**src/rtl/matrix_stream_loader.sv**
```systemverilog
// matrix_stream_loader: unpacks host words into an element stream for a systolic array (matrix A, then B), then flushes.
// Define LOADER_STALL_CNT_EN to count sa_valid_o & !sa_ready_i cycles on stall_cnt_o.
module matrix_stream_loader #(
    parameter int width_p        = 8,
    parameter int array_width_p  = 2,
    parameter int array_height_p = 2,
    parameter int word_width_p   = 32
) (
    input  logic                    clk_i,
    input  logic                    reset_i,
    input  logic                    start_i,
    input  logic                    host_valid_i,
    output logic                    host_ready_o,
    input  logic [word_width_p-1:0] host_data_i,
    output logic                    sa_valid_o,
    input  logic                    sa_ready_i,
    output logic [width_p-1:0]      sa_data_o,
    input  logic                    sa_busy_i,
    output logic                    sa_flush_o,
    output logic                    phase_o,
    output logic                    done_o,
    output logic [15:0]             stall_cnt_o
);
    localparam int n_lp      = array_width_p * array_height_p;
    localparam int l_lp      = word_width_p / width_p;
    localparam int cnt_w_lp  = $clog2(n_lp + 1);
    localparam int lane_w_lp = $clog2(l_lp + 1);

    typedef enum logic [2:0] {IDLE, LOAD, WAIT_IDLE, FLUSH, DONE} state_e;

    state_e                state_q;
    logic [word_width_p-1:0] word_q;
    logic [lane_w_lp-1:0]  lanes_q;
    logic [cnt_w_lp-1:0]   elem_q;
    logic                  phase_q;
    logic                  host_xfer;
    logic                  sa_xfer;
    logic                  last_elem;

    assign host_ready_o = state_q == LOAD && lanes_q == '0;
    assign sa_valid_o   = state_q == LOAD && lanes_q != '0;
    assign host_xfer    = host_valid_i & host_ready_o;
    assign sa_xfer      = sa_valid_o & sa_ready_i;
    assign last_elem    = elem_q == cnt_w_lp'(n_lp - 1);
    assign sa_data_o    = word_q[width_p-1:0];
    assign sa_flush_o   = state_q == FLUSH;
    assign done_o       = state_q == DONE;
    assign phase_o      = phase_q;

    // The word buffer shifts right so lane 0 of what remains is always on sa_data_o;
    // emptying it at a matrix boundary drops the unused lanes.
    always_ff @(posedge clk_i or negedge reset_i)
        if (!reset_i) begin
            state_q <= IDLE;
            word_q  <= '0;
            lanes_q <= '0;
            elem_q  <= '0;
            phase_q <= 1'b0;
        end else begin
            case (state_q)
                IDLE: if (start_i) begin
                    state_q <= LOAD;
                    phase_q <= 1'b0;
                    elem_q  <= '0;
                    lanes_q <= '0;
                end
                LOAD: if (host_xfer) begin
                    word_q  <= host_data_i;
                    lanes_q <= lane_w_lp'(l_lp);
                end else if (sa_xfer) begin
                    word_q  <= word_q >> width_p;
                    lanes_q <= last_elem ? '0 : lanes_q - lane_w_lp'(1);
                    elem_q  <= last_elem ? '0 : elem_q + cnt_w_lp'(1);
                    if (last_elem) begin
                        phase_q <= 1'b1;
                        if (phase_q) state_q <= WAIT_IDLE;
                    end
                end
                WAIT_IDLE: if (!sa_busy_i) state_q <= FLUSH;
                FLUSH: state_q <= DONE;
                DONE: begin
                    state_q <= IDLE;
                    phase_q <= 1'b0;
                end
                default: state_q <= IDLE;
            endcase
        end

`ifdef LOADER_STALL_CNT_EN
    logic [15:0] stall_q;

    always_ff @(posedge clk_i or negedge reset_i)
        if (!reset_i)
            stall_q <= '0;
        else if (state_q == IDLE && start_i)
            stall_q <= '0;
        else if (sa_valid_o && !sa_ready_i && stall_q != 16'hFFFF)
            stall_q <= stall_q + 16'd1;

    assign stall_cnt_o = stall_q;
`else
    assign stall_cnt_o = '0;
`endif
endmodule

```
**config.mk**
```make
export PLATFORM = sky130hd
export DESIGN_NAME = matrix_stream_loader
export DESIGN_NICKNAME = d
export VERILOG_FILES = /design/src/rtl/matrix_stream_loader.sv
export SDC_FILE = /design/constraint.sdc
export NUM_CORES = 1
export LEC_CHECK = 0
export ABC_AREA = 1
export CAP_MARGIN = 20
export CORE_MARGIN = 10
export CORE_UTILIZATION = 42
export CTS_BUF_LIST = sky130_fd_sc_hd__clkbuf_16
export DETAILED_ROUTE_END_ITERATION = 7
export GPL_TIMING_DRIVEN = 0
export PLACE_DENSITY = 0.82
export SYNTH_ARGS = -nofsm -noshare
export SYNTH_HDL_FRONTEND = slang
export SYNTH_SLANG_ARGS = --single-unit
export TNS_END_PERCENT = 10
```
**constraint.sdc**
```tcl
create_clock -name clk_i -period 1.7 [get_ports clk_i]
set_input_delay 0.255 -clock clk_i [delete_from_list [all_inputs] [get_ports clk_i]]
set_output_delay 0.255 -clock clk_i [all_outputs]
set_load 0.02 [all_outputs]
```
# Word-level counts from Yosys, hierarchy flattened
# Cells that the tools add are included.
# Widths: inputs -> output; s select.
# word_totals
output_inout_bits	29
inputBits	38
wordCells	57
reg_bits	42
# op_classes
mux	23
n_addsub	2
n_bitwise	2
reduce_logical	13
n_eq_ne	12
# ops
operator	n
$mux 32	2
$mux 3	13
$ne 2x2->1 const B	6
$pmux 3 s2	2
$pmux 3 s4	1
$eq 3x2->1 const B	3
$logic_not 3->1	2
$reduce_and 6->1	1
$reduce_bool 3->1	2
$reduce_and 5->1	1
$mux 1	4
$reduce_and 4->1	1
$reduce_bool 2->1	2
$add 3x1->3 const B	1
$eq 3x1->1 const B	1
$eq 3x3->1 const B	1
$ne 3x3->1 const B	1
$pmux 1 s3	1
$reduce_and 3->1	1
$sub 3x1->3 const B	1
$and 1x1->1	2
$logic_and 1x1->1	2
$reduce_and 2->1	1

# Logic depth before layout (Yosys ltp)
# Gate-level depths: netlist (run 1).
# depth
word_depth	6
depth_mapped	10
ltp_nobuf	10

# Worst setup path before layout (run 1)
# No wires, ideal clock.
# synth_timing
path_kind	flip-flop to flip-flop
from	register lanes_q[0]
to	register word_q[1]
path_buffers	1
slack_ns	0.062
setup_ns	0.120
period_less_slack_ns	1.638
path_stages_with_launch	9
t_required_ns	1.580
arrival_time_ns	1.518
path_cell_list	dfrtp_1 > inv_1 > ha_1 > ha_1 > nor2_1 > nand3_2 > clkbuf_1 > o22ai_1 > nor2_1
# synth_between
elab_chain_cells	5
elab_cells_between_ends	9
classes_between	mux (1); bitwise (2); reduce/logical (6)
# synth_lines
item	line_no	source
start: declaration	33	logic [lane_w_lp-1:0] lanes_q;
start signal: assignment	69	lanes_q <= lane_w_lp'(l_lp);
start signal: assignment	72	lanes_q <= last_elem ? '0 : lanes_q - lane_w_lp'(1);
$logic_not 3->1 / $reduce_bool 3->1 (equally long branches)	40, 41	
$logic_and 1x1->1 (on tied branches)	40, 41	
$and 1x1->1 (on tied branches)	42, 43	
$reduce_bool 2->1 (no line)	n/a	
$reduce_and 2->1 (no line)	n/a	
end signal: assignment	68	word_q <= host_data_i;
end signal: assignment	71	word_q <= word_q >> width_p;
end: declaration	32	logic [word_width_p-1:0] word_q;
# Several ways; a longest one is shown, not always the timed one.
# A chain may end at the register's enable or synchronous reset.

# Worst setup path in the final report (run 1)
# layout_timing
from	register lanes_q[1]
to	register word_q[17]
# Same word-level chain as after synthesis.

==> impl_metrics.yaml, run 1 <==
cts:
  path_clk_slew_ns: 0.06
  cts_made_buffers: 5
  cts_sinks: 42
  htreeDepth: 2
  root_buffer: "clkbuf_16"
  clk_latency_ns: 0.28
  cts.path.max_buffers: 2
  cts_tree: "built"
layout:
  area.growth.synth_to_final_pct: 49.52
  final_cell_area_sq_um: 3139
  layout_common_cells: "54 x nor2_1, 44 x clkdlybuf4s50_1, 42 x dfrtp_1"
  final_nets: 373
  layout-drive-gt1-share_pct: 21.92
  final_common_cell: "nor2_1"
  fin_util_pct: 65.59
  nFillCells: 384
  diodes: 0
global_routing:
  antenna_found_initial: 0
  track_usage_pct: 13.03
  grt_pass1_vias: 1900
  grt_max_degree: 43
  grt_pass1_wl_microns: 8845
  grt_overflow: 0
power_and_ir_drop:
  total_power_mw: 5.887
  p_sw_share_pct: 39.39
  p_comb_share_pct: 51.7
  switchingPower_mw: 2.319
  seqPwrFrac_pct: 30.0
  ir_drop_mv: 0.7694
  p_int_mw: 3.568
  clockPowerShare_pct: 18.3
  p_leak_nw: 1.512
  power-per-cell-area_nw_per_um2: 1875
timing:
  final.setup.tns_ns: 0
  final_max_slew_viol_count: 0
  fin_crit_ns: 1.677
  rsz0062_at_grt: "true"
  hold_violations: 0
  fin_crit_sh_pct: 98.64
  finalClockSkew_ns: 0.005238
  timing.fmax_ghz: 0.5963
  setup_viol: 0
worst_setup_path:
  worstSetupStartpointType: "register"
  regToRegSetupSlack_ns: 0.02
  rr_startpoint: "lanes_q[1]$_DFFE_PN0P_"
  reg2reg_to: "word_q[17]$_DFFE_PN0P_"
  end_kind: "register"
  worstPathRequired_ns: 1.87
  path_class: "reg -> reg"
  startpoint: "lanes_q[1]$_DFFE_PN0P_"
  cp_max_fo: 5
  worstPathArrival_ns: 1.85
  ff2ff_path_depth: 8
  endpoint: "word_q[17]$_DFFE_PN0P_"
die:
  dieArea_sq_um: 8226
  core_area_sq_um: 4786
  fp.dieH_microns: 90.70
  chipWidth_microns: 90.70
  start_util_pct: 43.87
  rows: 25
  ios: 67
placed_design:
  hpwl_microns: 3859
  portBuffers: 49
  place.gp.congestion: 0.7471
  place_area_sq_um: 2745
logic_synthesis:
  syn-mean-instance-area_sq_um: 8.398
  yosysSeqAreaShare_pct: 50.06
  synth.distinct_cells: 24
  ys.flop_type: "dfrtp_1"
  synth_async_sr_flop_share_pct: 100.0
  synth-edff-count: 0
  synth.yosys.warnings: 0
  synth_top_area_share_pct: 50.06
  synth_area_leader_cell: "dfrtp_1"
  syn_area_sq_um: 2100
  synthCells: 250
  synthTopCellsByArea: "dfrtp_1 50%, nor2_1 9.8%, buf_4 8.6%, o22ai_1 7.2%, nand2_1 6.6%"
  ys_ff_latch: 42
flow_run:
  maxCapViolations: 0
detailed_routing:
  finalWirelength_microns: 5696
  vias: 1896
  drtAntennaViolNets: 0
  drtIter0Drc: 146
  drc: 0
  first_pass_iters: 4
  viasPerCell: 4.740
  wire_per_inst_microns: 14.24
status:
  outcome: "finished clean"
worst_hold_path:
  hold_path_class: "in -> reg"
-- layout make-up --
class / count / area [sq um] / area share, %
Timing Repair Buffer: 59 / 590.6 / 18.81
Clock buffer: 5 / 125.1 / 3.986
Buffer: 33 / 260.3 / 8.290
Clock inverter: 3 / 41.29 / 1.315
Sequential cell: 42 / 1051 / 33.48
Inverter: 19 / 71.32 / 2.272
Multi-Input combinational cell: 172 / 915.9 / 29.17
Tap cell: 67 / 83.83 / 2.670
-- metal layers --
layer  GRT usage [%]  vias to the layer above  routed length (microns)
met5               0                        -                        0
met4           6.366                        0                      156
met3           3.741                       11                      332
met2           21.03                       72                     2761
met1           15.43                      868                     2445
li1                -                      945                        -
-- cell families (layout without fill, tap and decap cells) --
logic type                 count (synthesis)  after routing  share of synthesized area [%]
and+or+nand+nor                          125            126                          25.51
buffers and inverters                     52            119                          14.48
DFF                                       42             42                          50.06
AOI/OAI and AO/OA                         27             27                          7.985
adders and majority gates                  3              3                          1.788
other                                      1             16                         0.1786
-- power groups by stage --
stage	clock, mW	sequential (mW)	combinational [mW]
finish	1.08	1.77	3.04
global route	1.12	1.81	3.37
CTS	1.08	1.74	2.69
detailed placement	0	1.75	2.50
global placement	0	1.73	2.42
floorplan	0	1.69	1.78
-- sequential cells by signal, indices dropped and copies added, names as in the netlist --
| register | cells |
|---|---|
| elem_q | 3 |
| lanes_q | 3 |
| phase_o | 1 |
| word_q | 32 |
| state_q | 3 |
-- worst min-delay path by stage --
stage,from,end,depth (start not counted)
4_1_cts,host_valid_i,word_q[30]$_DFFE_PN0P_,3
3_5_place_dp,reset_i,word_q[31]$_DFFE_PN0P_,2
3_3_place_gp,lanes_q[0]$_DFFE_PN0P_,lanes_q[0]$_DFFE_PN0P_,2
2_1_floorplan,reset_i,elem_q[0]$_DFFE_PN0P_,0
6_report,host_valid_i,word_q[25]$_DFFE_PN0P_,3
5_1_grt,host_valid_i,word_q[25]$_DFFE_PN0P_,3
-- cells in the mapped netlist (3+ instances only) --
master	number
nand2_1	37
nor3_1	3
o22ai_1	24
nor2_1	55
dfrtp_1	42
inv_1	17
ha_1	3
nand4_1	3
nand3_1	22
clkbuf_1	4
buf_4	24
-- metrics by stage --
step / std cells / setup WS, ns / hold WS, ns
after floorplan: 265 / 0.06195 / -0.04059
after global placement: 381 / -0.6583 / 0.4569
after detailed placement: 382 / -0.4937 / 0.2452
after CTS: 393 / -0.02976 / 0.3596
after global routing: 400 / -0.08434 / 0.3797
final: 400 / 0.02310 / 0.3539
-- repair_timing --
action | in CTS | in global routing
pin swaps | 1 | 5
endpoints found under the hold margin | 42 | 0
setup buffers | 2 | 5
resized for setup | 27 | 22
cloned | 0 | 2
hold buffers | 1 | 0
setup endpoints to repair | 42 | 40
-- critical path: stages (launching register included) --
cell and delay (ns):
dfrtp_1 0.36, inv_1 0.08, ha_4 0.16, ha_4 0.18, nor2_4 0.16, nand3_4 0.19
clkbuf_16 0.22, o22ai_1 0.17, nor2_1 0.06
No activity file was read; power rests on OpenSTA's default activity.
==> inputs of run 2 (changes only) <==
- CORE_UTILIZATION: 42 -> 43
- CTS_BUF_LIST: sky130_fd_sc_hd__clkbuf_16 -> sky130_fd_sc_hd__clkbuf_4
- PLACE_DENSITY: 0.82 -> 0.83
- TNS_END_PERCENT: 10 -> 20
==> run 2 against run 1 <==
The flow now finishes with violations (negative setup slack). Clock power is 54% lower. Register-to-register slack better by 0.05 ns. Die area is 1.8% lower. Power is 15% lower. Clock skew is 0.0039 ns higher. Non-clock buffer count is 5 lower. Via count is 0.47% higher. First-iteration DRC count is 0.68% higher. Maximum frequency is 1.9% lower. Combinational power is 9.2% lower.
==> impl_metrics.yaml, run 2 (same netlist as run 1, synthesis figures left out) <==
placed_design:
  portBuffers: 49
  place.gp.congestion: 0.7831
  place_area_sq_um: 2753
  dpl.cell_count: 382
  hpwl_microns: 4128
worst_setup_path:
  cp_max_fo: 4
  path_class: "reg -> out"
  crit_cells: 6
  end_kind: "primary output"
  ff2ff_path_depth: 8
  path_buf_inv: 3
  cp_slowest_stage_delay_ns: 0.41
  cpMaxStageDelayCell: "dfrtp_1"
  worstPathArrival_ns: 1.45
  worstPathRequired_ns: 1.44
  worstSetupStartpointType: "register"
  crit_family: "flip-flops"
  path_cells: "inv_2 -> ha_4 -> ha_4 -> inv_2 -> nor2_4 -> buf_6"
cts:
  htreeDepth: 2
  cts_made_buffers: 5
  cts_tree: "built"
  cts_sinks: 42
  cts.path.max_buffers: 2
  path_clk_slew_ns: 0.12
  root_buffer: "clkbuf_4"
  clk_latency_ns: 0.36
power_and_ir_drop:
  ir_drop_mv: 0.8632
  p_leak_nw: 1.416
  power-per-cell-area_nw_per_um2: 1723
layout:
  final_nets: 368
  layout_common_cells: "54 x nor2_1, 41 x dfrtp_1, 37 x buf_4"
  fin_util_pct: 61.56
  regMostFlops: "word_q"
  stdcell_count: 395
  layout-drive-gt1-share_pct: 22.87
  largest_reg_flops: 32
  final_cell_area_sq_um: 2908
  diodes: 0
  area.growth.synth_to_final_pct: 38.50
  final_common_cell: "nor2_1"
detailed_routing:
  wire_per_inst_microns: 14.04
  finalWirelength_microns: 5547
  first_pass_iters: 4
  drc: 0
  viasPerCell: 4.823
  drtAntennaViolNets: 0
  vias: 1905
  drtIter0Drc: 147
die:
  fp.dieH_microns: 89.88
  start_util_pct: 44.45
  core_area_sq_um: 4723
  rows: 25
  dieArea_sq_um: 8078
  chipWidth_microns: 89.88
  ios: 67
flow_run:
  maxCapViolations: 0
timing:
  timing.fmax_ghz: 0.5853
  finalWorstSetupSlack_ns: -0.008607
  rsz0062_at_grt: "true"
  fin_crit_sh_pct: 100.5
  finalClockSkew_ns: 0.009125
  setup_viol: 1
  hold_violations: 0
  hold_slack_ns: 0.2631
  final_max_slew_viol_count: 0
  fin_crit_ns: 1.709
  final.setup.tns_ns: -0.008607
worst_hold_path:
  min_path_cells: 3
  hold_path_class: "in -> reg"
status:
  violations: "negative setup slack"
  outcome: "finished with violations"
global_routing:
  grt_pass1_wl_microns: 9149
  antenna_found_initial: 0
  grt_max_degree: 25
  grt_pass1_vias: 1929
  track_usage_pct: 13.45
  grt_overflow: 0
## run 2: cell types whose count changed in the layout (fill, tap and decap cells not counted), sizes merged
| cell | change |
|---|---|
| clkdlybuf4s50 | -8 |
| buf | +6 |
| clkinv | +2 |
| bufinv | -1 |
| clkdlybuf4s15 | -1 |
| clkinvlp | -1 |
| dlygate4sd2 | -1 |
| inv | -1 |
## run 2: final timing paths
kind | start | endpoint | slack (ns)
setup reg to reg | lanes_q[0]$_DFFE_PN0P_ | elem_q[2]$_DFFE_PN0P_ | 0.07
max in group asynchronous | reset_i | state_q[2]$_DFFE_PN0P_ | 0.82
hold / removal | host_valid_i | word_q[27]$_DFFE_PN0P_ | 0.26
min in group asynchronous | reset_i | word_q[5]$_DFFE_PN0P_ | 0.38
hold reg to reg | phase_o$_DFFE_PN0P_ | phase_o$_DFFE_PN0P_ | 0.51
setup / recovery | lanes_q[0]$_DFFE_PN0P_ | host_ready_o | -0.009
## run 2: final cells by class
cell class,count,area [sq um]
inverter,19,73.82
tap,67,83.83
clock buffer,6,45.04
fill,435,1815
clock inverter,2,8.758
sequential,42,1052
buffer,33,252.7
multi-input combinational,172,877.1
timing repair buffer,54,514.2
## run 2: where the power goes
part           switching, mW  internal (mW)  leakage, nW
Combinational           1.56           1.20        0.883
Sequential             0.283           1.47        0.500
Clock                  0.321          0.172       0.0331
## run 2: timing repair
action / in CTS / in global routing
hold buffers: 1 / 0
hold endpoints to repair: 18 / 0
pin swaps: 1 / 5
gates cloned: 0 / 1
endpoints found under the setup margin: 43 / 48
gates resized for setup: 28 / 31
setup buffers: 2 / 1
## run 2: tightest hold or removal path, delay by kind of cell
family                 cells  cell delay, ns
and+or+nand+nor            2            0.16
buffers and inverters      1            0.18
## run 2: routing by layer
| layer | global-route usage (%) | part of all wire (%) | wire (microns) | up-vias |
|---|---|---|---|---|
| met5 | 0 | 0 | 0 | - |
| met1 | 14.66 | 40 | 2195 | 883 |
| met4 | 5.703 | 2.3 | 130 | 0 |
| met3 | 5.154 | 7.5 | 418 | 11 |
| met2 | 22.82 | 51 | 2802 | 71 |
| li1 | - | - | - | 940 |
## run 2: per-stage QoR
stage | setup slack (ns) | power (mW)
6_report | -0.008607 | 5.009
3_5_place_dp | -0.4432 | 4.279
2_1_floorplan | 0.06195 | 3.469
3_3_place_gp | -0.6980 | 4.143
4_1_cts | -0.03242 | 4.901
5_1_grt | -0.09776 | 5.473
==> inputs of run 3 (changes only) <==
- CTS_CLUSTER_DIAMETER: default -> 50
==> results of run 3 <==
Same layout as run 2: the final DEF is identical, and so are final timing and power.
